==> config.mk <==
export PLATFORM = sky130hd
export DESIGN_NAME = ceespu_writeback_flat
export DESIGN_NICKNAME = d
export VERILOG_FILES = /design/src/rtl/ceespu_pkg.sv /design/src/rtl/ceespu_writeback_if.sv /design/src/rtl/ceespu_wb_fifo.sv /design/src/rtl/ceespu_writeback.sv /design/src/flat_wrapper.sv
export SDC_FILE = /design/constraint.sdc
export NUM_CORES = 1
export LEC_CHECK = 0
export CORE_UTILIZATION = 59
export CTS_BUF_LIST = sky130_fd_sc_hd__clkbuf_8
export DETAILED_ROUTE_END_ITERATION = 16
export PLACE_DENSITY = 0.88
export SETUP_SLACK_MARGIN = 0.2
export SLEW_MARGIN = 20
export SYNTH_ARGS = -nofsm -noshare
export SYNTH_HDL_FRONTEND = slang
export SYNTH_HIERARCHICAL = 1
export SYNTH_SLANG_ARGS = --single-unit
==> constraint.sdc <==
create_clock -name I_clk -period 8.7 [get_ports I_clk]
set_clock_uncertainty 0.05 [all_clocks]
set_input_delay 1.305 -clock I_clk [delete_from_list [all_inputs] [get_ports I_clk]]
set_output_delay 1.305 -clock I_clk [all_outputs]
set_load 0.05 [all_outputs]
==> src/rtl/ceespu_pkg.sv <==
// Shared ceespu datapath constants.
// Register file geometry and result width used by the writeback stage.
package ceespu_pkg;
  localparam int CEESPU_DATA_W = 32;
  localparam int CEESPU_REG_AW = 5;
  localparam int CEESPU_NREGS  = 1 << CEESPU_REG_AW;
endpackage

==> src/rtl/ceespu_writeback_if.sv <==
// Decode, ALU-result, load-result and regfile-write signals of the writeback stage.
// slave = writeback block, master = surrounding pipeline.
interface ceespu_writeback_if
  import ceespu_pkg::*;
#(
  parameter int DATA_W = CEESPU_DATA_W,
  parameter int REG_AW = CEESPU_REG_AW
);
  logic              I_dec_valid;
  logic              I_dec_we;
  logic              I_dec_is_load;
  logic [REG_AW-1:0] I_dec_rd;
  logic [REG_AW-1:0] I_selA;
  logic [REG_AW-1:0] I_selB;
  logic              O_stall;
  logic              I_alu_valid;
  logic [REG_AW-1:0] I_alu_rd;
  logic [DATA_W-1:0] I_alu_data;
  logic              I_ld_valid;
  logic [REG_AW-1:0] I_ld_rd;
  logic [DATA_W-1:0] I_ld_data;
  logic              O_ld_ready;
  logic              O_we;
  logic [REG_AW-1:0] O_selD;
  logic [DATA_W-1:0] O_dataD;
  logic              O_err;

  modport slave (
    input  I_dec_valid, I_dec_we, I_dec_is_load, I_dec_rd, I_selA, I_selB,
    input  I_alu_valid, I_alu_rd, I_alu_data,
    input  I_ld_valid, I_ld_rd, I_ld_data,
    output O_stall, O_ld_ready, O_we, O_selD, O_dataD, O_err
  );

  modport master (
    output I_dec_valid, I_dec_we, I_dec_is_load, I_dec_rd, I_selA, I_selB,
    output I_alu_valid, I_alu_rd, I_alu_data,
    output I_ld_valid, I_ld_rd, I_ld_data,
    input  O_stall, O_ld_ready, O_we, O_selD, O_dataD, O_err
  );
endinterface

==> src/rtl/ceespu_wb_fifo.sv <==
// Small load-result queue; head is visible combinationally, pointers wrap by mask.
// Caller must not write when full nor read when empty.
module ceespu_wb_fifo #(
  parameter int WIDTH = 37,
  parameter int DEPTH = 2
) (
  input  logic             I_clk,
  input  logic             I_rst,
  input  logic             wr_en,
  input  logic [WIDTH-1:0] wrData,
  input  logic             rd_en,
  output logic             full,
  output logic             empty,
  output logic [WIDTH-1:0] head
);
  localparam int PW = (DEPTH > 1) ? $clog2(DEPTH) : 1;
  localparam logic [PW-1:0] MASK = PW'(DEPTH - 1);

  logic [WIDTH-1:0] mem [DEPTH];
  logic [PW-1:0]    wrPtr;
  logic [PW-1:0]    rdPtr;
  logic [PW:0]      count;

  assign full  = (count == (PW + 1)'(DEPTH));
  assign empty = (count == '0);
  assign head  = mem[rdPtr];

  // Storage needs no reset: count gates every read.
  always_ff @(posedge I_clk) begin
    if (wr_en) mem[wrPtr] <= wrData;
  end

  always_ff @(posedge I_clk or posedge I_rst) begin
    if (I_rst) begin
      wrPtr <= '0;
      rdPtr <= '0;
      count <= '0;
    end else begin
      if (wr_en) wrPtr <= (wrPtr + 1'b1) & MASK;
      if (rd_en) rdPtr <= (rdPtr + 1'b1) & MASK;
      case ({wr_en, rd_en})
        2'b10:   count <= count + 1'b1;
        2'b01:   count <= count - 1'b1;
        default: count <= count;
      endcase
    end
  end
endmodule

==> src/rtl/ceespu_writeback.sv <==
// Writeback arbiter (ALU > queued load > bypassed load) into the single regfile port,
// plus the load scoreboard that stalls decode on RAW/WAW against in-flight loads.
module ceespu_writeback
  import ceespu_pkg::*;
#(
  parameter int DATA_W   = CEESPU_DATA_W,
  parameter int REG_AW   = CEESPU_REG_AW,
  parameter int LQ_DEPTH = 2
) (
  input logic               I_clk,
  input logic               I_rst,
  ceespu_writeback_if.slave bus
);
  localparam int NREGS = 1 << REG_AW;

  typedef struct packed {
    logic [REG_AW-1:0] rd;
    logic [DATA_W-1:0] data;
  } wbEntry_t;

  wbEntry_t          qHead;
  wbEntry_t          ldIn;
  wbEntry_t          win;
  logic              qFull;
  logic              qEmpty;
  logic              ldAccept;
  logic              aluWin;
  logic              qWin;
  logic              bypWin;
  logic              loadWin;
  logic              decSet;
  logic              stall;
  logic [NREGS-1:0]  busy;
  logic [NREGS-1:0]  busyNext;
  logic              weQ;
  logic [REG_AW-1:0] selDQ;
  logic [DATA_W-1:0] dataDQ;
  logic              errQ;

  assign ldAccept = bus.I_ld_valid & ~qFull;
  assign aluWin   = bus.I_alu_valid;
  assign qWin     = ~aluWin & ~qEmpty;
  // A load may skip the queue only when nothing older is waiting in it.
  assign bypWin   = ~aluWin & qEmpty & ldAccept;
  assign loadWin  = qWin | bypWin;
  assign ldIn     = '{rd: bus.I_ld_rd, data: bus.I_ld_data};

  ceespu_wb_fifo #(
    .WIDTH(REG_AW + DATA_W),
    .DEPTH(LQ_DEPTH)
  ) u_lq (
    .I_clk  (I_clk),
    .I_rst  (I_rst),
    .wr_en  (ldAccept & ~bypWin),
    .wrData (ldIn),
    .rd_en  (qWin),
    .full   (qFull),
    .empty  (qEmpty),
    .head   (qHead)
  );

  always_comb begin
    win = ldIn;
    if (aluWin) begin
      win = '{rd: bus.I_alu_rd, data: bus.I_alu_data};
    end else if (qWin) begin
      win = qHead;
    end
  end

  assign stall  = bus.I_dec_valid &
                  (busy[bus.I_selA] | busy[bus.I_selB] | (bus.I_dec_we & busy[bus.I_dec_rd]));
  assign decSet = bus.I_dec_valid & bus.I_dec_we & bus.I_dec_is_load & ~stall;

  // Set is applied after clear so a same-edge issue to the same register keeps it busy.
  always_comb begin
    busyNext = busy;
    if (loadWin) busyNext[win.rd] = 1'b0;
    if (decSet)  busyNext[bus.I_dec_rd] = 1'b1;
  end

  always_ff @(posedge I_clk or posedge I_rst) begin
    if (I_rst) begin
      busy   <= '0;
      weQ    <= 1'b0;
      selDQ  <= '0;
      dataDQ <= '0;
      errQ   <= 1'b0;
    end else begin
      busy <= busyNext;
      weQ  <= aluWin | loadWin;
      if (aluWin | loadWin) begin
        selDQ  <= win.rd;
        dataDQ <= win.data;
      end
      if (ldAccept & ~busy[bus.I_ld_rd]) errQ <= 1'b1;
    end
  end

  assign bus.O_stall    = stall;
  assign bus.O_ld_ready = ~qFull;
  assign bus.O_we       = weQ;
  assign bus.O_selD     = selDQ;
  assign bus.O_dataD    = dataDQ;
  assign bus.O_err      = errQ;
endmodule

==> src/flat_wrapper.sv <==
// flat-port wrapper written by rule: the top's interface ports become plain ports
module ceespu_writeback_flat import ceespu_pkg::*;
#(
  parameter int DATA_W   = CEESPU_DATA_W,
  parameter int REG_AW   = CEESPU_REG_AW,
  parameter int LQ_DEPTH = 2
)
  (I_clk, I_rst, bus_I_dec_valid, bus_I_dec_we, bus_I_dec_is_load, bus_I_dec_rd, bus_I_selA, bus_I_selB, bus_I_alu_valid, bus_I_alu_rd, bus_I_alu_data, bus_I_ld_valid, bus_I_ld_rd, bus_I_ld_data, bus_O_stall, bus_O_ld_ready, bus_O_we, bus_O_selD, bus_O_dataD, bus_O_err);
  ceespu_writeback_if #(.DATA_W(DATA_W), .REG_AW(REG_AW)) bus_i ();
  input logic I_clk;
  input logic I_rst;
  input wire logic [$bits(bus_i.I_dec_valid)-1:0] bus_I_dec_valid;
  input wire logic [$bits(bus_i.I_dec_we)-1:0] bus_I_dec_we;
  input wire logic [$bits(bus_i.I_dec_is_load)-1:0] bus_I_dec_is_load;
  input wire logic [$bits(bus_i.I_dec_rd)-1:0] bus_I_dec_rd;
  input wire logic [$bits(bus_i.I_selA)-1:0] bus_I_selA;
  input wire logic [$bits(bus_i.I_selB)-1:0] bus_I_selB;
  input wire logic [$bits(bus_i.I_alu_valid)-1:0] bus_I_alu_valid;
  input wire logic [$bits(bus_i.I_alu_rd)-1:0] bus_I_alu_rd;
  input wire logic [$bits(bus_i.I_alu_data)-1:0] bus_I_alu_data;
  input wire logic [$bits(bus_i.I_ld_valid)-1:0] bus_I_ld_valid;
  input wire logic [$bits(bus_i.I_ld_rd)-1:0] bus_I_ld_rd;
  input wire logic [$bits(bus_i.I_ld_data)-1:0] bus_I_ld_data;
  output wire logic [$bits(bus_i.O_stall)-1:0] bus_O_stall;
  output wire logic [$bits(bus_i.O_ld_ready)-1:0] bus_O_ld_ready;
  output wire logic [$bits(bus_i.O_we)-1:0] bus_O_we;
  output wire logic [$bits(bus_i.O_selD)-1:0] bus_O_selD;
  output wire logic [$bits(bus_i.O_dataD)-1:0] bus_O_dataD;
  output wire logic [$bits(bus_i.O_err)-1:0] bus_O_err;
  assign bus_i.I_dec_valid = bus_I_dec_valid;
  assign bus_i.I_dec_we = bus_I_dec_we;
  assign bus_i.I_dec_is_load = bus_I_dec_is_load;
  assign bus_i.I_dec_rd = bus_I_dec_rd;
  assign bus_i.I_selA = bus_I_selA;
  assign bus_i.I_selB = bus_I_selB;
  assign bus_i.I_alu_valid = bus_I_alu_valid;
  assign bus_i.I_alu_rd = bus_I_alu_rd;
  assign bus_i.I_alu_data = bus_I_alu_data;
  assign bus_i.I_ld_valid = bus_I_ld_valid;
  assign bus_i.I_ld_rd = bus_I_ld_rd;
  assign bus_i.I_ld_data = bus_I_ld_data;
  assign bus_O_stall = bus_i.O_stall;
  assign bus_O_ld_ready = bus_i.O_ld_ready;
  assign bus_O_we = bus_i.O_we;
  assign bus_O_selD = bus_i.O_selD;
  assign bus_O_dataD = bus_i.O_dataD;
  assign bus_O_err = bus_i.O_err;
  ceespu_writeback #(.DATA_W(DATA_W), .REG_AW(REG_AW), .LQ_DEPTH(LQ_DEPTH)) u_core (.I_clk(I_clk), .I_rst(I_rst), .bus(bus_i));
endmodule
==> impl_metrics.tcl <==
set metrics [dict create \
    outcome "finished clean" \
    die_w_um 117 \
    startpoint_type "input port" \
    syn-num-nets 819 \
    path_common_cell "clkdlybuf4s50_1" \
    synthMuxAreaShare 0.160 \
    place_congestion 1.00 \
    clk_latency_ns 0.44 \
    cts_resized 0 \
    drc 0 \
    vias 6228 \
    ys_seq_area_frac 0.528 \
    synth-compound-area-share 0.145 \
    clock-sinks 149 \
    cts.htree.levels 4 \
    cp_max_fo 33 \
    ioPinCount 137 \
    min-delay-start "u_core/bus.O_err" \
    dr.pass1.iters 5 \
    grt_pass1_wl_um 32000 \
    grt_usage 0.322 \
    cp-startpoint "bus_I_selA[2]" \
    arrival_ns 5.06 \
    final_common_cell "nor2_1" \
    layout-drive-gt1-share 0.114 \
    p_sw_frac 0.405 \
    synth_top_family_by_area "multiplexers" \
    cts-root-buf "clkbuf_8" \
    first_iter_violations 406 \
    ys_types 44 \
    cts_hold_buf 0 \
    placement.cell_area_um2 9180 \
    overflow 0 \
    fin_crit_sh 0.737 \
    hpwl_um 14800 \
    hold_slack_ns 0.429 \
    power.share.clock 0.184 \
    r2r-start "u_core/u_lq/count[0]" \
    syn_inst 722 \
    fin_nets 933 \
    yosys_most_used_dff "dfrtp_1" \
    fp.dieH_um 117 \
    clockBufferDepth 2 \
    portBuffers 136 \
    min_path_type "flop to flop" \
    yosys-top-cells-area "edfxtp_1, dfrtp_1, nor2_1, mux2i_1, mux2_4" \
    ant_nets 0 \
    stdcell_area_um2 9550 \
    slew_violations 0 \
    critPathCaptureType "output port" \
    cpPeakStageDelay_ns 1.05 \
    synth-xor-area-share 0.00564 \
    cp_cell_sequence "clkdlybuf4s50_1 > mux2i_1 > a22oi_1 > nand4_1 > o21ai_0 > a2111o_1 > and2_1 > clkdlybuf4s50_1" \
    path_clk_slew_ns 0.08 \
    synth_top_area_cell "edfxtp_1" \
    async_flop_share 0.503 \
    via_per_inst 6.09 \
    p_sw_w 0.00108 \
    start_util 0.610 \
    synth_edf_count 74 \
    cp.required_ns 7.34 \
    core-area_um2 12700 \
    crit_type "input port to output port" \
    postCtsSetupRepairBufs 0 \
    fmax_mhz 156 \
    wire_per_inst_um 20.4 \
    ir_drop_mv 0.225 \
    setup_viol 0 \
    die_area_um2 13600 \
    power.internal_w 0.00158 \
    syn2layout_area_growth_pct 23.0 \
    antenna_found_initial 0 \
    synth.ff_latch_count 149 \
    combPwrFrac 0.407 \
    grt_max_degree 83 \
    tightest_slew_ns 1.11 \
    period_needed_ns 6.41 \
    drv_cap 0 \
    setup_tns_ns 0 \
    hold_viol 0 \
    synth_simple_gate_area_share 0.128 \
    final_cell_mix "nor2_1, clkdlybuf4s50_1, dfrtp_1, edfxtp_1, o21ai_0" \
    yosys.area_share.adder 0.00161 \
    postSynthAreaPerCell_um2 10.8 \
    rows 41 \
    synth_top_area_share 0.286 \
    cts_tree "yes" \
    crit_slowest_cell "clkdlybuf4s50_1" \
    wirelength_um 20900 \
    grt_pass1_vias 6224 \
    yosys_warnings 6 \
    slew-limit-headroom 0.260 \
    cts_inserted_buffers 17 \
    pwr_density_cell_nw_per_um2 279 \
    syn_area_um2 7770 \
    pwr-share-seq 0.409 \
    leakage_nw 3.70 \
    rsz0062_at_grt "false" \
]
through the flow:
step                      utilization  setup slack, ns  std cells  power (W)
after floorplan                     -             4.12        722    0.00182
after global placement          0.722             2.42        989    0.00213
after detailed placement        0.722             2.38        989    0.00217
after CTS                       0.750             2.37       1021    0.00266
after global routing            0.750             2.06       1021    0.00279
final                           0.751             2.29       1022    0.00266
sequential cells by signal, summed over array words and instances, names as in the netlist:
name	count
u_core/bus.O_err	1
u_core/u_lq/count	2
u_core/u_lq/wrPtr	1
u_core/bus.O_selD	5
u_core/u_lq/rdPtr	1
u_core/u_lq/mem	74
u_core/bus.O_we	1
u_core/bus.O_dataD	32
u_core/busy	32
cells by family (layout without fill, tap and decap cells):
kind of cell | count (synthesis) | in the layout
AO/OA/AOI/OAI | 176 | 176
XOR/XNOR | 5 | 5
adder cells (fa/ha/maj) | 1 | 1
buffers and inverters | 56 | 183
flip-flops | 149 | 149
multiplexers | 98 | 98
other | 0 | 1
AND/OR/NAND/NOR | 237 | 237
final timing paths:
path                                           to  slack [ns]  cells past startpoint
max in group asynchronous    u_core/bus.O_selD[4]        6.31                      3
min in group asynchronous       u_core/u_lq/wrPtr        1.06                      2
min                              u_core/bus.O_err        0.43                      1
min reg2reg                      u_core/bus.O_err        0.43                      1
max                                   bus_O_stall        2.29                      8
max reg2reg                u_core/bus.O_dataD[16]        5.05                      7
critical path: cells and delay by family:
| kind | cells | cell delay, ns |
|---|---|---|
| buffers and inverters | 2 | 1.85 |
| and+or+nand+nor | 2 | 0.35 |
| AOI/OAI and AO/OA | 3 | 1.35 |
| muxes | 1 | 0.18 |
synth_stat cells, types with 8 or more instances:
cell and number:
a21oi_1 37, dfrtp_1 75, nand2_1 43, nor2b_1 13
clkbuf_1 28, mux4_2 11, mux2_2 21, inv_1 10
nand3_1 13, nand2b_1 8, edfxtp_1 74, mux2i_1 46
a211oi_1 36, nor2_1 147, o21ai_0 54, o31ai_1 15
mux2_4 20
layer usage:
layer	global-route usage	wire length, µm	vias to the layer above
li1	-	-	2893
met1	0.394	8200	3001
met2	0.535	10400	266
met3	0.0742	1550	68
met4	0.170	726	0
met5	0	0	-
power groups by stage:
stage / sequential (W) / combinational, W / clock (W)
after floorplan: 0.00124 / 0.000582 / 0
after global placement: 0.00109 / 0.00104 / 0
after detailed placement: 0.00110 / 0.00108 / 0
after CTS: 0.00108 / 0.00108 / 0.000498
after global routing: 0.00110 / 0.00116 / 0.000528
final: 0.00109 / 0.00108 / 0.000490
layout make-up:
type	instances	area [µm²]
Tap cell	172	215
Timing Repair Buffer	141	1390
Fill cell	863	3170
Antenna cell	1	2.50
Clock buffer	17	234
Inverter	10	37.5
Clock inverter	15	131
Multi-Input combinational cell	517	3430
Sequential cell	149	4100
Power figures use the tool's default switching activity.
